$ cat src/rtl/vga_pkg.sv
// Shared VGA timing defaults (640x480 @ 60 Hz from a 100 MHz clock) and helpers
// for the sync generator and the graphics blocks.
package vga_pkg;

    localparam int unsigned VGA_H_DISPLAY = 640;
    localparam int unsigned VGA_H_FRONT   = 16;
    localparam int unsigned VGA_H_SYNC    = 96;
    localparam int unsigned VGA_H_BACK    = 48;
    localparam int unsigned VGA_V_DISPLAY = 480;
    localparam int unsigned VGA_V_FRONT   = 10;
    localparam int unsigned VGA_V_SYNC    = 2;
    localparam int unsigned VGA_V_BACK    = 33;
    localparam int unsigned VGA_DIV       = 4;

    localparam int unsigned VGA_H_TOTAL = VGA_H_DISPLAY + VGA_H_FRONT + VGA_H_SYNC + VGA_H_BACK;
    localparam int unsigned VGA_V_TOTAL = VGA_V_DISPLAY + VGA_V_FRONT + VGA_V_SYNC + VGA_V_BACK;

    localparam int unsigned CNT_W = 10;

    // True when lo <= v < hi_excl, unsigned.
    function automatic logic in_window(input logic [CNT_W-1:0] v,
                                       input int unsigned lo,
                                       input int unsigned hi_excl);
        return (32'(v) >= lo) && (32'(v) < hi_excl);
    endfunction

endpackage

$ cat src/rtl/vga_sync_if.sv
// Timing outputs of the VGA sync generator as seen by downstream graphics logic.
interface vga_sync_if;
    import vga_pkg::*;

    logic             hsync;
    logic             vsync;
    logic             video_on;
    logic             p_tick;
    logic             frame_end;
    logic [CNT_W-1:0] pix_x;
    logic [CNT_W-1:0] pix_y;

    modport master (output hsync, vsync, video_on, p_tick, frame_end, pix_x, pix_y);
    modport slave  (input  hsync, vsync, video_on, p_tick, frame_end, pix_x, pix_y);

endinterface

$ cat src/rtl/vga_pix_div.sv
// Pixel-clock enable: divides clk by DIV, p_tick high while the divider sits at DIV-1.
module vga_pix_div
    import vga_pkg::*;
#(
    parameter int unsigned DIV = VGA_DIV
) (
    input  logic clk,
    input  logic reset,
    output logic o_p_tick,
    output logic o_p_tick_next_c
);

    localparam int unsigned    DIV_W    = (DIV > 1) ? $clog2(DIV) : 1;
    localparam logic [DIV_W-1:0] DIV_LAST = DIV_W'(DIV - 1);

    logic [DIV_W-1:0] r_div;
    logic [DIV_W-1:0] w_div_next;
    logic             r_p_tick;

    always_comb begin
        w_div_next = '0;
        if (reset && (r_div != DIV_LAST)) begin
            w_div_next = r_div + DIV_W'(1);
        end
    end

    // Look-ahead tick lets the parent register its decodes in step with p_tick.
    assign o_p_tick_next_c = reset && (w_div_next == DIV_LAST);

    always_ff @(posedge clk) begin
        if (!reset) begin
            r_div    <= '0;
            r_p_tick <= 1'b0;
        end else begin
            r_div    <= w_div_next;
            r_p_tick <= o_p_tick_next_c;
        end
    end

    assign o_p_tick = r_p_tick;

endmodule

$ cat src/rtl/vga_sync.sv
// VGA sync generator: pixel/line counters with registered sync, blanking and
// end-of-frame outputs, all aligned with pix_x/pix_y.
module vga_sync
    import vga_pkg::*;
#(
    parameter int unsigned H_DISPLAY = VGA_H_DISPLAY,
    parameter int unsigned H_FRONT   = VGA_H_FRONT,
    parameter int unsigned H_SYNC    = VGA_H_SYNC,
    parameter int unsigned H_BACK    = VGA_H_BACK,
    parameter int unsigned V_DISPLAY = VGA_V_DISPLAY,
    parameter int unsigned V_FRONT   = VGA_V_FRONT,
    parameter int unsigned V_SYNC    = VGA_V_SYNC,
    parameter int unsigned V_BACK    = VGA_V_BACK,
    parameter int unsigned DIV       = VGA_DIV
) (
    input  logic       clk,
    input  logic       reset,
    vga_sync_if.master o_vga
);

    localparam int unsigned H_TOTAL  = H_DISPLAY + H_FRONT + H_SYNC + H_BACK;
    localparam int unsigned V_TOTAL  = V_DISPLAY + V_FRONT + V_SYNC + V_BACK;
    localparam int unsigned HS_START = H_DISPLAY + H_FRONT;
    localparam int unsigned HS_END   = HS_START + H_SYNC;
    localparam int unsigned VS_START = V_DISPLAY + V_FRONT;
    localparam int unsigned VS_END   = VS_START + V_SYNC;

    localparam logic [CNT_W-1:0] X_LAST = CNT_W'(H_TOTAL - 1);
    localparam logic [CNT_W-1:0] Y_LAST = CNT_W'(V_TOTAL - 1);

    logic             w_p_tick;
    logic             w_p_tick_next;
    logic [CNT_W-1:0] r_x;
    logic [CNT_W-1:0] r_y;
    logic [CNT_W-1:0] w_x_next;
    logic [CNT_W-1:0] w_y_next;
    logic             r_hsync;
    logic             r_vsync;
    logic             r_video_on;
    logic             r_frame_end;

    vga_pix_div #(.DIV(DIV)) u_pix_div (
        .clk             (clk),
        .reset           (reset),
        .o_p_tick        (w_p_tick),
        .o_p_tick_next_c (w_p_tick_next)
    );

    // Next counter values; sync and blanking are decoded from these so they
    // land in the same cycle as the counts they describe.
    always_comb begin
        w_x_next = r_x;
        w_y_next = r_y;
        if (!reset) begin
            w_x_next = '0;
            w_y_next = '0;
        end else if (w_p_tick) begin
            if (r_x == X_LAST) begin
                w_x_next = '0;
                w_y_next = (r_y == Y_LAST) ? '0 : r_y + CNT_W'(1);
            end else begin
                w_x_next = r_x + CNT_W'(1);
            end
        end
    end

    always_ff @(posedge clk) begin
        if (!reset) begin
            r_x         <= '0;
            r_y         <= '0;
            r_hsync     <= 1'b1;
            r_vsync     <= 1'b1;
            r_video_on  <= 1'b1;
            r_frame_end <= 1'b0;
        end else begin
            r_x         <= w_x_next;
            r_y         <= w_y_next;
            r_hsync     <= !in_window(w_x_next, HS_START, HS_END);
            r_vsync     <= !in_window(w_y_next, VS_START, VS_END);
            r_video_on  <= in_window(w_x_next, 0, H_DISPLAY) && in_window(w_y_next, 0, V_DISPLAY);
            r_frame_end <= w_p_tick_next && (w_x_next == X_LAST) && (w_y_next == Y_LAST);
        end
    end

    assign o_vga.hsync     = r_hsync;
    assign o_vga.vsync     = r_vsync;
    assign o_vga.video_on  = r_video_on;
    assign o_vga.p_tick    = w_p_tick;
    assign o_vga.frame_end = r_frame_end;
    assign o_vga.pix_x     = r_x;
    assign o_vga.pix_y     = r_y;

endmodule
$ cat src/flat_wrapper.sv
// flat-port wrapper written by rule: the top's interface ports become plain ports
module vga_sync_flat import vga_pkg::*;
#(
    parameter int unsigned H_DISPLAY = VGA_H_DISPLAY,
    parameter int unsigned H_FRONT   = VGA_H_FRONT,
    parameter int unsigned H_SYNC    = VGA_H_SYNC,
    parameter int unsigned H_BACK    = VGA_H_BACK,
    parameter int unsigned V_DISPLAY = VGA_V_DISPLAY,
    parameter int unsigned V_FRONT   = VGA_V_FRONT,
    parameter int unsigned V_SYNC    = VGA_V_SYNC,
    parameter int unsigned V_BACK    = VGA_V_BACK,
    parameter int unsigned DIV       = VGA_DIV
)
  (clk, reset, o_vga_hsync, o_vga_vsync, o_vga_video_on, o_vga_p_tick, o_vga_frame_end, o_vga_pix_x, o_vga_pix_y);
  vga_sync_if o_vga_i ();
  input  logic clk;
  input  logic reset;
  output wire logic [$bits(o_vga_i.hsync)-1:0] o_vga_hsync;
  output wire logic [$bits(o_vga_i.vsync)-1:0] o_vga_vsync;
  output wire logic [$bits(o_vga_i.video_on)-1:0] o_vga_video_on;
  output wire logic [$bits(o_vga_i.p_tick)-1:0] o_vga_p_tick;
  output wire logic [$bits(o_vga_i.frame_end)-1:0] o_vga_frame_end;
  output wire logic [$bits(o_vga_i.pix_x)-1:0] o_vga_pix_x;
  output wire logic [$bits(o_vga_i.pix_y)-1:0] o_vga_pix_y;
  assign o_vga_hsync = o_vga_i.hsync;
  assign o_vga_vsync = o_vga_i.vsync;
  assign o_vga_video_on = o_vga_i.video_on;
  assign o_vga_p_tick = o_vga_i.p_tick;
  assign o_vga_frame_end = o_vga_i.frame_end;
  assign o_vga_pix_x = o_vga_i.pix_x;
  assign o_vga_pix_y = o_vga_i.pix_y;
  vga_sync #(.H_DISPLAY(H_DISPLAY), .H_FRONT(H_FRONT), .H_SYNC(H_SYNC), .H_BACK(H_BACK), .V_DISPLAY(V_DISPLAY), .V_FRONT(V_FRONT), .V_SYNC(V_SYNC), .V_BACK(V_BACK), .DIV(DIV)) u_core (.clk(clk), .reset(reset), .o_vga(o_vga_i));
endmodule
$ cat config.mk
export PLATFORM = sky130hd
export DESIGN_NAME = vga_sync_flat
export DESIGN_NICKNAME = d
export VERILOG_FILES = /design/src/rtl/vga_pkg.sv /design/src/rtl/vga_sync_if.sv /design/src/rtl/vga_pix_div.sv /design/src/rtl/vga_sync.sv /design/src/flat_wrapper.sv
export SDC_FILE = /design/constraint.sdc
export NUM_CORES = 1
export LEC_CHECK = 0
export CORE_UTILIZATION = 45
export DETAILED_ROUTE_END_ITERATION = 8
export PLACE_DENSITY = 0.69
export SYNTH_ARGS = -nofsm -noshare
export SYNTH_HDL_FRONTEND = slang
export SYNTH_SLANG_ARGS = --single-unit
$ cat constraint.sdc
create_clock -name clk -period 5.4 [get_ports clk]
set_clock_uncertainty 0.05 [all_clocks]
set_input_delay 1.35 -clock clk [delete_from_list [all_inputs] [get_ports clk]]
set_output_delay 1.35 -clock clk [all_outputs]
set_load 0.05 [all_outputs]
==> flow_metrics.py, run 1 <==
metrics = {
    "status": {
        "status": "complete, no violations",
    },
    "clocking": {
        "cts.path.max_buffers": 2,
        "numClockSinks": 27,
        "clk_transition_reported_paths_ps": 90,
        "post_cts_buffers": 0,
        "cts_resized": 0,
        "cts_tree": "built",
        "h-tree-depth": 1,
        "cts_root_buf": "clkbuf_8",
        "clk_latency_ps": 280,
        "cts_buffers": 3,
        "cts_hold_buf": 0,
    },
    "global_route": {
        "antenna_found_initial": 0,
        "grt_pass1_vias": 1448,
        "gr-total-overflow": 0,
        "grt_max_degree": 15,
        "grt_usage": 0.215,
        "grt_pass1_wl_um": 6850,
    },
    "cells_and_area": {
        "layout-drive-gt1-share": 0.0814,
        "finish.instance_area_um2": 1960,
        "syn2layout_area_growth_pct": 16.9,
        "nets": 228,
        "antennaDiodeCount": 0,
    },
    "pwr": {
        "power_frac_seq": 0.587,
        "p_per_area_nw_per_um2": 181,
        "p_leak_nw": 0.645,
        "switching_share": 0.251,
        "power_frac_clock": 0.333,
        "power_switching_uw": 89.2,
        "peakVddDrop_mv": 0.132,
        "internal-power_uw": 266,
        "p_comb_frac": 0.081,
        "p_total_uw": 356,
    },
    "die": {
        "die_height_um": 63.1,
        "core_region_area_um2": 3470,
        "io_pins": 27,
        "die_area_um2": 3980,
        "core.rowCount": 21,
        "die_x_um": 63.1,
        "start_util": 0.484,
    },
    "synth": {
        "synth_edf_count": 0,
        "synthCells": 203,
        "synthesis.nets": 209,
        "ys.warnings.count": 0,
        "syn_area_per_cell_um2": 8.28,
        "netlist_area_um2": 1680,
        "ys_seq_elements": 27,
        "netlist.top_cell.by_area": "dfxtp_1",
        "synthTopCellsByArea": "dfxtp_1 (32%), nor2_1 (5.8%), xnor2_1 (5.7%)",
        "yosysTopAreaCellShare": 0.322,
        "synth_ff_type": "dfxtp_1",
        "synth-seq-area-share": 0.322,
        "async_flop_share": 0,
        "ys_types": 53,
    },
    "sta": {
        "relSlewSlack": 0.666,
        "drv_slew": 0,
        "final.setup.tns_ps": 0,
        "hold_viol": 0,
        "fin_crit_sh": 0.613,
        "rsz0062_at_grt": "false",
        "tightest_slew_ps": 500,
        "finalSetupViolations": 0,
        "max_freq_ghz": 0.302,
        "holdWs_ps": 403,
        "period_minus_slack_ps": 3310,
    },
    "job": {
        "maxCapViolCount": 0,
    },
    "drt": {
        "antenna_left": 0,
        "dr.pass1.iters": 4,
        "drt_iter0_markers": 127,
        "drt-total-wl_um": 4040,
        "via_per_inst": 5.88,
        "route.vias.total": 1571,
        "remaining_drc_errors": 0,
        "wl_per_cell_um": 15.1,
    },
    "place": {
        "hpwlAfterDp_um": 3010,
        "port_buffers": 26,
        "gp_congestion": 0.962,
        "place_area_um2": 1920,
    },
    "critical_path": {
        "reg2reg_slack_ps": 2680,
        "cp.arrival_ps": 3440,
        "crit_path_end_kind": "flip-flop",
        "worst-path-max-fanout": 9,
        "cp.required_ps": 5530,
        "crit_type": "in -> reg",
        "start_kind": "input pin",
    },
    "worst_hold_path": {
        "hold_class": "reg -> reg",
    },
}
-- layout make-up --
type | count | area, um^2
clock buffers | 4 | 45.0
inverters | 8 | 30.0
multi-input cells | 156 | 1030
repair buffers | 26 | 260
well taps | 46 | 57.6
fillers | 336 | 1500
flip-flops and latches | 27 | 541
-- worst max-delay path, stage by stage --
cell,delay (ps)
clkdlybuf4s50_1,650
nand2_1,130
nor3_1,180
or4b_1,440
a211oi_1,180
nand4_1,140
a2111oi_2,360
-- path summary, 6_finish.rpt --
path	from	end	depth (start not counted)
worst max-delay path	reset	u_core.o_vga.frame_end	7
worst min-delay path	u_core.u_pix_div.r_div[0]	u_core.u_pix_div.r_div[0]	1
worst max register to register	u_core.o_vga.pix_x[0]	u_core.o_vga.frame_end	7
worst min register to register	u_core.u_pix_div.r_div[0]	u_core.u_pix_div.r_div[0]	1
-- per-stage QoR --
step           utilization  setup WS (ps)  instances
4_1_cts              0.566           2100        267
6_report             0.566           2090        267
3_3_place_gp         0.553           1880        263
5_1_grt              0.566           1970        267
3_5_place_dp         0.553           1780        263
2_1_floorplan            -           2500        203
-- kinds of logic after synthesis --
group,synth area share
AOI/OAI and AO/OA,0.136
buffers and inverters,0.0648
xor gates and xnor gates,0.0834
DFF,0.322
adders and majority gates,0.0298
muxes,0.00670
and+or+nand+nor,0.358
-- sequential cells by signal, summed over array words and instances (netlist names) --
signal and flops:
u_core.o_vga.frame_end 1, u_core.o_vga.hsync 1, u_core.o_vga.pix_x 10, u_core.o_vga.pix_y 10
u_core.o_vga.video_on 1, u_core.o_vga.vsync 1, u_core.u_pix_div.o_p_tick 1, u_core.u_pix_div.r_div 2
-- cells in the mapped netlist, types with 5 or more instances --
| cell type | count |
|---|---|
| dfxtp_1 | 27 |
| nor2_1 | 26 |
| nand2_1 | 21 |
| nand3_1 | 12 |
| xnor2_1 | 11 |
| inv_1 | 8 |
| nor3_1 | 8 |
| a21oi_1 | 7 |
| o21ai_0 | 7 |
| buf_2 | 6 |
| xor2_1 | 5 |
-- routing by layer --
| layer | routed length, um | global-route usage |
|---|---|---|
| met4 | 35 | 0.0843 |
| met3 | 229 | 0.0308 |
| met5 | 0 | 0 |
| met2 | 1910 | 0.335 |
| met1 | 1860 | 0.296 |
-- cells in the final DEF, fill, tap and decap left out, drive strengths merged, types with 4 or more instances in the layout --
cell           Yosys  layout
a211oi             5       5
a21oi              7       7
clkbuf             1       4
clkdlybuf4s50      0      26
dfxtp             27      27
ha                 4       4
inv                8       8
nand2             21      21
nand3             13      13
nand4              5       5
nor2              26      26
nor3              10      10
nor4               4       4
o21ai              7       7
xnor2             11      11
xor2               5       5
-- power groups by stage --
stage	registers [mW]	logic, mW	clock network [mW]
final	0.209	0.0287	0.118
after CTS	0.209	0.0289	0.119
after global routing	0.210	0.0312	0.131
after detailed placement	0.213	0.0287	0
after global placement	0.213	0.0283	0
after floorplan	0.219	0.0156	0
Power figures use the tool's default switching activity.
==> run 2: changes to the inputs <==
--- a/config.mk
+++ b/config.mk
@@ -7,7 +7,7 @@
 export LEC_CHECK = 0
 export CORE_UTILIZATION = 45
 export DETAILED_ROUTE_END_ITERATION = 8
-export PLACE_DENSITY = 0.69
+export PLACE_DENSITY = 0.72
 export SYNTH_ARGS = -nofsm -noshare
 export SYNTH_HDL_FRONTEND = slang
 export SYNTH_SLANG_ARGS = --single-unit
==> constraint.sdc (replaced) <==
create_clock -name clk -period 2.94 [get_ports clk]
set_clock_uncertainty 0.05 [all_clocks]
set_input_delay 0.735 -clock clk [delete_from_list [all_inputs] [get_ports clk]]
set_output_delay 0.735 -clock clk [all_outputs]
set_load 0.05 [all_outputs]
==> flow_metrics.py, run 2 (same netlist as run 1, synthesis figures left out) <==
metrics = {
    "die": {
        "die_x_um": 63.1,
        "die_area_um2": 3980,
        "die_height_um": 63.1,
        "start_util": 0.484,
        "io_pins": 27,
        "core.rowCount": 21,
        "core_region_area_um2": 3470,
    },
    "sta": {
        "relSlewSlack": 0.667,
        "fin_crit_sh": 0.887,
        "drv_slew": 0,
        "period_minus_slack_ps": 2610,
        "max_freq_ghz": 0.384,
        "hold_viol": 0,
        "tightest_slew_ps": 497,
        "final.setup.tns_ps": 0,
        "rsz0062_at_grt": "false",
        "finalSetupViolations": 0,
    },
    "global_route": {
        "gr-total-overflow": 0,
        "antenna_found_initial": 0,
        "grt_usage": 0.205,
        "grt_pass1_vias": 1381,
        "grt_pass1_wl_um": 6560,
        "grt_max_degree": 15,
    },
    "clocking": {
        "cts_buffers": 3,
        "cts.path.max_buffers": 2,
        "clk_latency_ps": 270,
        "clk_transition_reported_paths_ps": 90,
        "cts_root_buf": "clkbuf_8",
        "cts_resized": 0,
        "h-tree-depth": 1,
        "numClockSinks": 27,
        "cts_hold_buf": 0,
        "cts_tree": "built",
        "post_cts_buffers": 0,
    },
    "pwr": {
        "power_frac_clock": 0.328,
        "switching_share": 0.247,
        "power_frac_seq": 0.587,
        "p_comb_frac": 0.085,
        "internal-power_uw": 491,
        "peakVddDrop_mv": 0.245,
        "power_switching_uw": 161,
        "p_leak_nw": 0.660,
        "p_per_area_nw_per_um2": 328,
    },
    "drt": {
        "wl_per_cell_um": 14.0,
        "drt_iter0_markers": 139,
        "antenna_left": 0,
        "remaining_drc_errors": 0,
        "dr.pass1.iters": 4,
        "via_per_inst": 5.61,
        "drt-total-wl_um": 3790,
        "route.vias.total": 1514,
    },
    "job": {
        "maxCapViolCount": 0,
    },
    "critical_path": {
        "crit_type": "reg -> reg",
        "reg2reg_slack_ps": 330,
        "ff2ff_path_depth": 7,
        "crit_path_end_kind": "flip-flop",
        "cp.arrival_ps": 2740,
        "cp.required_ps": 3070,
        "timing.rr.end": "u_core.o_vga.frame_end",
        "worstReg2RegStart": "u_core.o_vga.pix_x[0]",
        "start_kind": "flip-flop",
        "cp-startpoint": "u_core.o_vga.pix_x[0]",
        "worst-path-max-fanout": 13,
    },
    "cells_and_area": {
        "layout.cells.non_filler": 270,
        "nets": 231,
        "syn2layout_area_growth_pct": 18.2,
        "layout-drive-gt1-share": 0.0938,
        "final_cell_mix": "dfxtp_1 (27), nor2_1 (26), clkdlybuf4s50_1 (26)",
        "layout.cells.most_common": "dfxtp_1",
        "final_core_util": 0.573,
        "fillerInstances": 342,
        "antennaDiodeCount": 0,
    },
    "worst_hold_path": {
        "min_to": "u_core.u_pix_div.r_div[0]",
        "hp-start": "u_core.u_pix_div.r_div[0]",
        "whs_path_depth": 1,
        "hold_class": "reg -> reg",
    },
    "place": {
        "dp_cells": 266,
        "hpwlAfterDp_um": 2860,
        "port_buffers": 26,
        "gp_congestion": 0.861,
    },
    "status": {
        "status": "complete, no violations",
    },
}
-- run 2: changes by cell type in the layout (fill, tap and decap cells not counted), sizes merged --
| cell | delta |
|---|---|
| buf | +3 |
-- run 2: power by group through the flow --
stage / clock network (mW) / logic, mW / registers (mW)
floorplan: 0 / 0.0287 / 0.402
global placement: 0 / 0.0558 / 0.392
detailed placement: 0 / 0.0555 / 0.391
CTS: 0.217 / 0.0557 / 0.383
global route: 0.234 / 0.0603 / 0.385
finish: 0.214 / 0.0554 / 0.383
-- run 2: critical path, stage by stage, from the launching register on --
cell and delay (ps):
dfxtp_1 440, ha_1 340, nand2_1 200, or3_4 510, or3_4 400, a211oi_2 180, a21oi_1 110, a2111oi_2 280
-- run 2: per-stage QoR --
| stage | cell area [um^2] | worst slack, ps | total power, mW | hold slack (ps) |
|---|---|---|---|---|
| after detailed placement | 1940 | 201 | 0.447 | 390 |
| final | 1990 | 333 | 0.652 | 406 |
| after global placement | 1940 | 268 | 0.447 | 390 |
| after floorplan | 1680 | 207 | 0.430 | 371 |
| after global routing | 1990 | 131 | 0.679 | 435 |
| after CTS | 1990 | 339 | 0.656 | 408 |
-- run 2: layer usage --
metal / vias up / track usage / wire length, um
met2: 50 / 0.312 / 1710
li1: 769 / - / -
met5: - / 0 / 0
met1: 691 / 0.283 / 1840
met4: 0 / 0.0901 / 33
met3: 4 / 0.0326 / 205
-- run 2: worst max path at each step --
stage | cells after the start | slack [ps] | to
2_1_floorplan | 9 | 210 | u_core.o_vga.frame_end
3_3_place_gp | 7 | 270 | u_core.o_vga.frame_end
3_5_place_dp | 7 | 200 | u_core.o_vga.frame_end
4_1_cts | 7 | 340 | u_core.o_vga.frame_end
5_1_grt | 7 | 130 | u_core.o_vga.frame_end
6_report | 7 | 330 | u_core.o_vga.frame_end
-- run 2: final cells by class --
cell class / count / area, um^2 / share of cell area
inverter: 8 / 30.0 / 0.0151
tap: 46 / 57.6 / 0.0290
sequential: 27 / 541 / 0.272
clock buffer: 4 / 45.0 / 0.0227
timing repair buffer: 29 / 283 / 0.142
multi-input combinational: 156 / 1030 / 0.519
==> run 3: changes to the inputs <==
--- a/config.mk
+++ b/config.mk
@@ -10,4 +10,5 @@
 export PLACE_DENSITY = 0.72
 export SYNTH_ARGS = -nofsm -noshare
 export SYNTH_HDL_FRONTEND = slang
+export SYNTH_HIERARCHICAL = 1
 export SYNTH_SLANG_ARGS = --single-unit
==> flow_metrics.py, run 3 <==
metrics = {
    "status": {
        "status": "complete, no violations",
    },
    "pwr": {
        "p_per_area_nw_per_um2": 318,
        "peakVddDrop_mv": 0.205,
        "power_switching_uw": 163,
        "p_leak_nw": 0.665,
        "power_frac_clock": 0.280,
        "power_frac_seq": 0.628,
        "p_total_uw": 612,
        "internal-power_uw": 450,
        "switching_share": 0.266,
        "p_comb_frac": 0.092,
    },
    "drt": {
        "wl_per_cell_um": 15.1,
        "via_per_inst": 5.89,
        "remaining_drc_errors": 0,
        "drt-total-wl_um": 3860,
        "dr.pass1.iters": 4,
        "drt_iter0_markers": 106,
        "antenna_left": 0,
        "route.vias.total": 1502,
    },
    "synth": {
        "synthAdderAreaFrac": 0.0323,
        "ys.warnings.count": 6,
        "synthTopCellsByArea": "dfxtp_1 (35%), buf_6 (4.4%), nand2_1 (4.1%)",
        "synth_top_family_by_area": "simple AND/OR/NAND/NOR gates",
        "ys_seq_elements": 27,
        "synth_common_cells": "dfxtp_1 (27), nand2_1 (17), nor2_1 (13)",
        "synth-simple-area-share": 0.341,
        "syn_area_per_cell_um2": 8.75,
        "muxShareOfSynthArea": 0.0129,
        "netlist_area_um2": 1550,
        "ys_types": 51,
        "synth.most_common_cell": "dfxtp_1",
        "synth_ff_type": "dfxtp_1",
        "yosysTopAreaCellShare": 0.349,
        "synth_compound_area_frac": 0.153,
        "synth_edf_count": 0,
        "synth_xor_xnor_area_share": 0.0509,
        "synthesis.nets": 183,
        "synth-seq-area-share": 0.349,
        "synthCells": 177,
        "async_flop_share": 0,
        "netlist.top_cell.by_area": "dfxtp_1",
    },
    "cells_and_area": {
        "layout-drive-gt1-share": 0.175,
        "antennaDiodeCount": 0,
        "final_core_util": 0.610,
        "nets": 218,
        "syn2layout_area_growth_pct": 24.2,
        "final_cell_mix": "clkdlybuf4s50_1 (26), dfxtp_1 (20), nand2_1 (17)",
        "fillerInstances": 309,
        "finish.instance_area_um2": 1920,
        "layout.cells.most_common": "clkdlybuf4s50_1",
    },
    "die": {
        "core_region_area_um2": 3150,
        "die_x_um": 60.7,
        "die_area_um2": 3680,
        "io_pins": 27,
        "start_util": 0.491,
        "core.rowCount": 20,
        "die_height_um": 60.7,
    },
    "critical_path": {
        "start_kind": "flip-flop",
        "crit_type": "reg -> reg",
        "worst-path-max-fanout": 16,
        "cp.arrival_ps": 3040,
        "crit_chain": "or4b_4 > or4_4 > buf_4 > nor3_1 > o221a_2 > nand4_1 > or4b_1",
        "cp.required_ps": 3130,
        "crit_path_end_kind": "flip-flop",
        "max_stage_delay_ps": 540,
        "cp_slowest_cell": "or4b_4",
    },
    "clocking": {
        "cts_root_buf": "clkbuf_4",
        "clk_latency_ps": 330,
        "h-tree-depth": 1,
        "cts_hold_buf": 0,
        "cts.path.max_buffers": 2,
        "numClockSinks": 27,
        "cts_buffers": 3,
        "cts_tree": "built",
        "clk_transition_reported_paths_ps": 160,
    },
    "place": {
        "port_buffers": 26,
        "hpwlAfterDp_um": 2870,
        "gp_congestion": 0.889,
        "place_area_um2": 1890,
        "pre_cts_ws_ps": 116,
    },
    "sta": {
        "fin_crit_sh": 0.971,
        "drv_slew": 0,
        "period_minus_slack_ps": 2850,
        "rsz0062_at_grt": "false",
        "relSlewSlack": 0.654,
        "tightest_slew_ps": 515,
        "max_freq_ghz": 0.350,
        "fin_ws_ps": 85.6,
        "finalSetupViolations": 0,
        "hold_viol": 0,
    },
    "global_route": {
        "grt_usage": 0.224,
        "grt_pass1_vias": 1355,
        "grt_pass1_wl_um": 6220,
        "antenna_found_initial": 0,
        "gr-total-overflow": 0,
        "grt_max_degree": 17,
    },
    "worst_hold_path": {
        "hold_class": "reg -> reg",
    },
    "job": {
        "maxCapViolCount": 0,
    },
}
==> run 3: changes by cell type after synthesis, moves of 4 or more <==
cell / delta
buf_2: -6
buf_6: +4
nand2_1: -4
nor2_1: -13
nor4_1: +5
o211a_1: +4
o21ai_0: -4
xnor2_1: -5
==> run 3: kinds of logic after synthesis <==
family                     count (synthesis)
buffers and inverters                     13
DFF                                       27
AOI/OAI and AO/OA                         32
muxes                                      2
adders and majority gates                  4
and+or+nand+nor                           90
xor gates and xnor gates                   9
==> run 3: critical path, delay by kind of cell (launching register included) <==
family | cells | cell delay [ps]
AND/OR/NAND/NOR | 5 | 1900
buffers and inverters | 1 | 210
AO/OA/AOI/OAI | 1 | 240
flip-flops | 1 | 370
==> run 3: final timing paths <==
check / startpoint / endpoint / slack, ps / cells after the start
hold / removal: u_core/u_pix_div/r_div[0] / u_core/u_pix_div/r_div[0] / 440 / 1
setup / recovery: u_core/o_vga.pix_x[5] / u_core/o_vga.vsync / 90 / 7
setup reg to reg: u_core/o_vga.pix_x[5] / u_core/o_vga.vsync / 90 / 7
hold reg to reg: u_core/u_pix_div/r_div[0] / u_core/u_pix_div/r_div[0] / 440 / 1
==> run 3: power groups by stage <==
stage / Combinational [mW] / Sequential (mW) / Clock, mW
after detailed placement: 0.0558 / 0.392 / 0
after global routing: 0.0610 / 0.386 / 0.194
after global placement: 0.0544 / 0.392 / 0
final: 0.0564 / 0.384 / 0.172
after CTS: 0.0563 / 0.384 / 0.178
after floorplan: 0.0285 / 0.402 / 0
==> run 3: timing repair <==
action,in CTS,in global routing
setup buffers,0,0
setup endpoints to repair,0,1
gates resized for setup,0,1
==> run 3: layout make-up <==
class	instances	area (um^2)	share of cell area
Clock inverter	1	6.26	0.00325
Sequential cell	27	554	0.288
Timing Repair Buffer	37	343	0.178
Multi-Input combinational cell	137	920	0.478
Tap cell	44	55.1	0.0286
Clock buffer	3	22.5	0.0117
Inverter	6	22.5	0.0117
==> run 3: per-layer routing <==
| metal | wire length (um) | track usage | vias to the layer above |
|---|---|---|---|
| met2 | 1840 | 0.364 | 61 |
| li1 | - | - | 723 |
| met3 | 227 | 0.0256 | 4 |
| met1 | 1770 | 0.311 | 714 |
| met4 | 25 | 0.0747 | 0 |
| met5 | 0 | 0 | - |
==> run 3: metrics by stage <==
step                      setup TNS [ps]  hold slack, ps  cells
final                                  0             436    255
after global routing                   0             463    255
after CTS                              0             440    255
after detailed placement               0             415    251
after global placement                 0             396    251
after floorplan                     -109             382    177
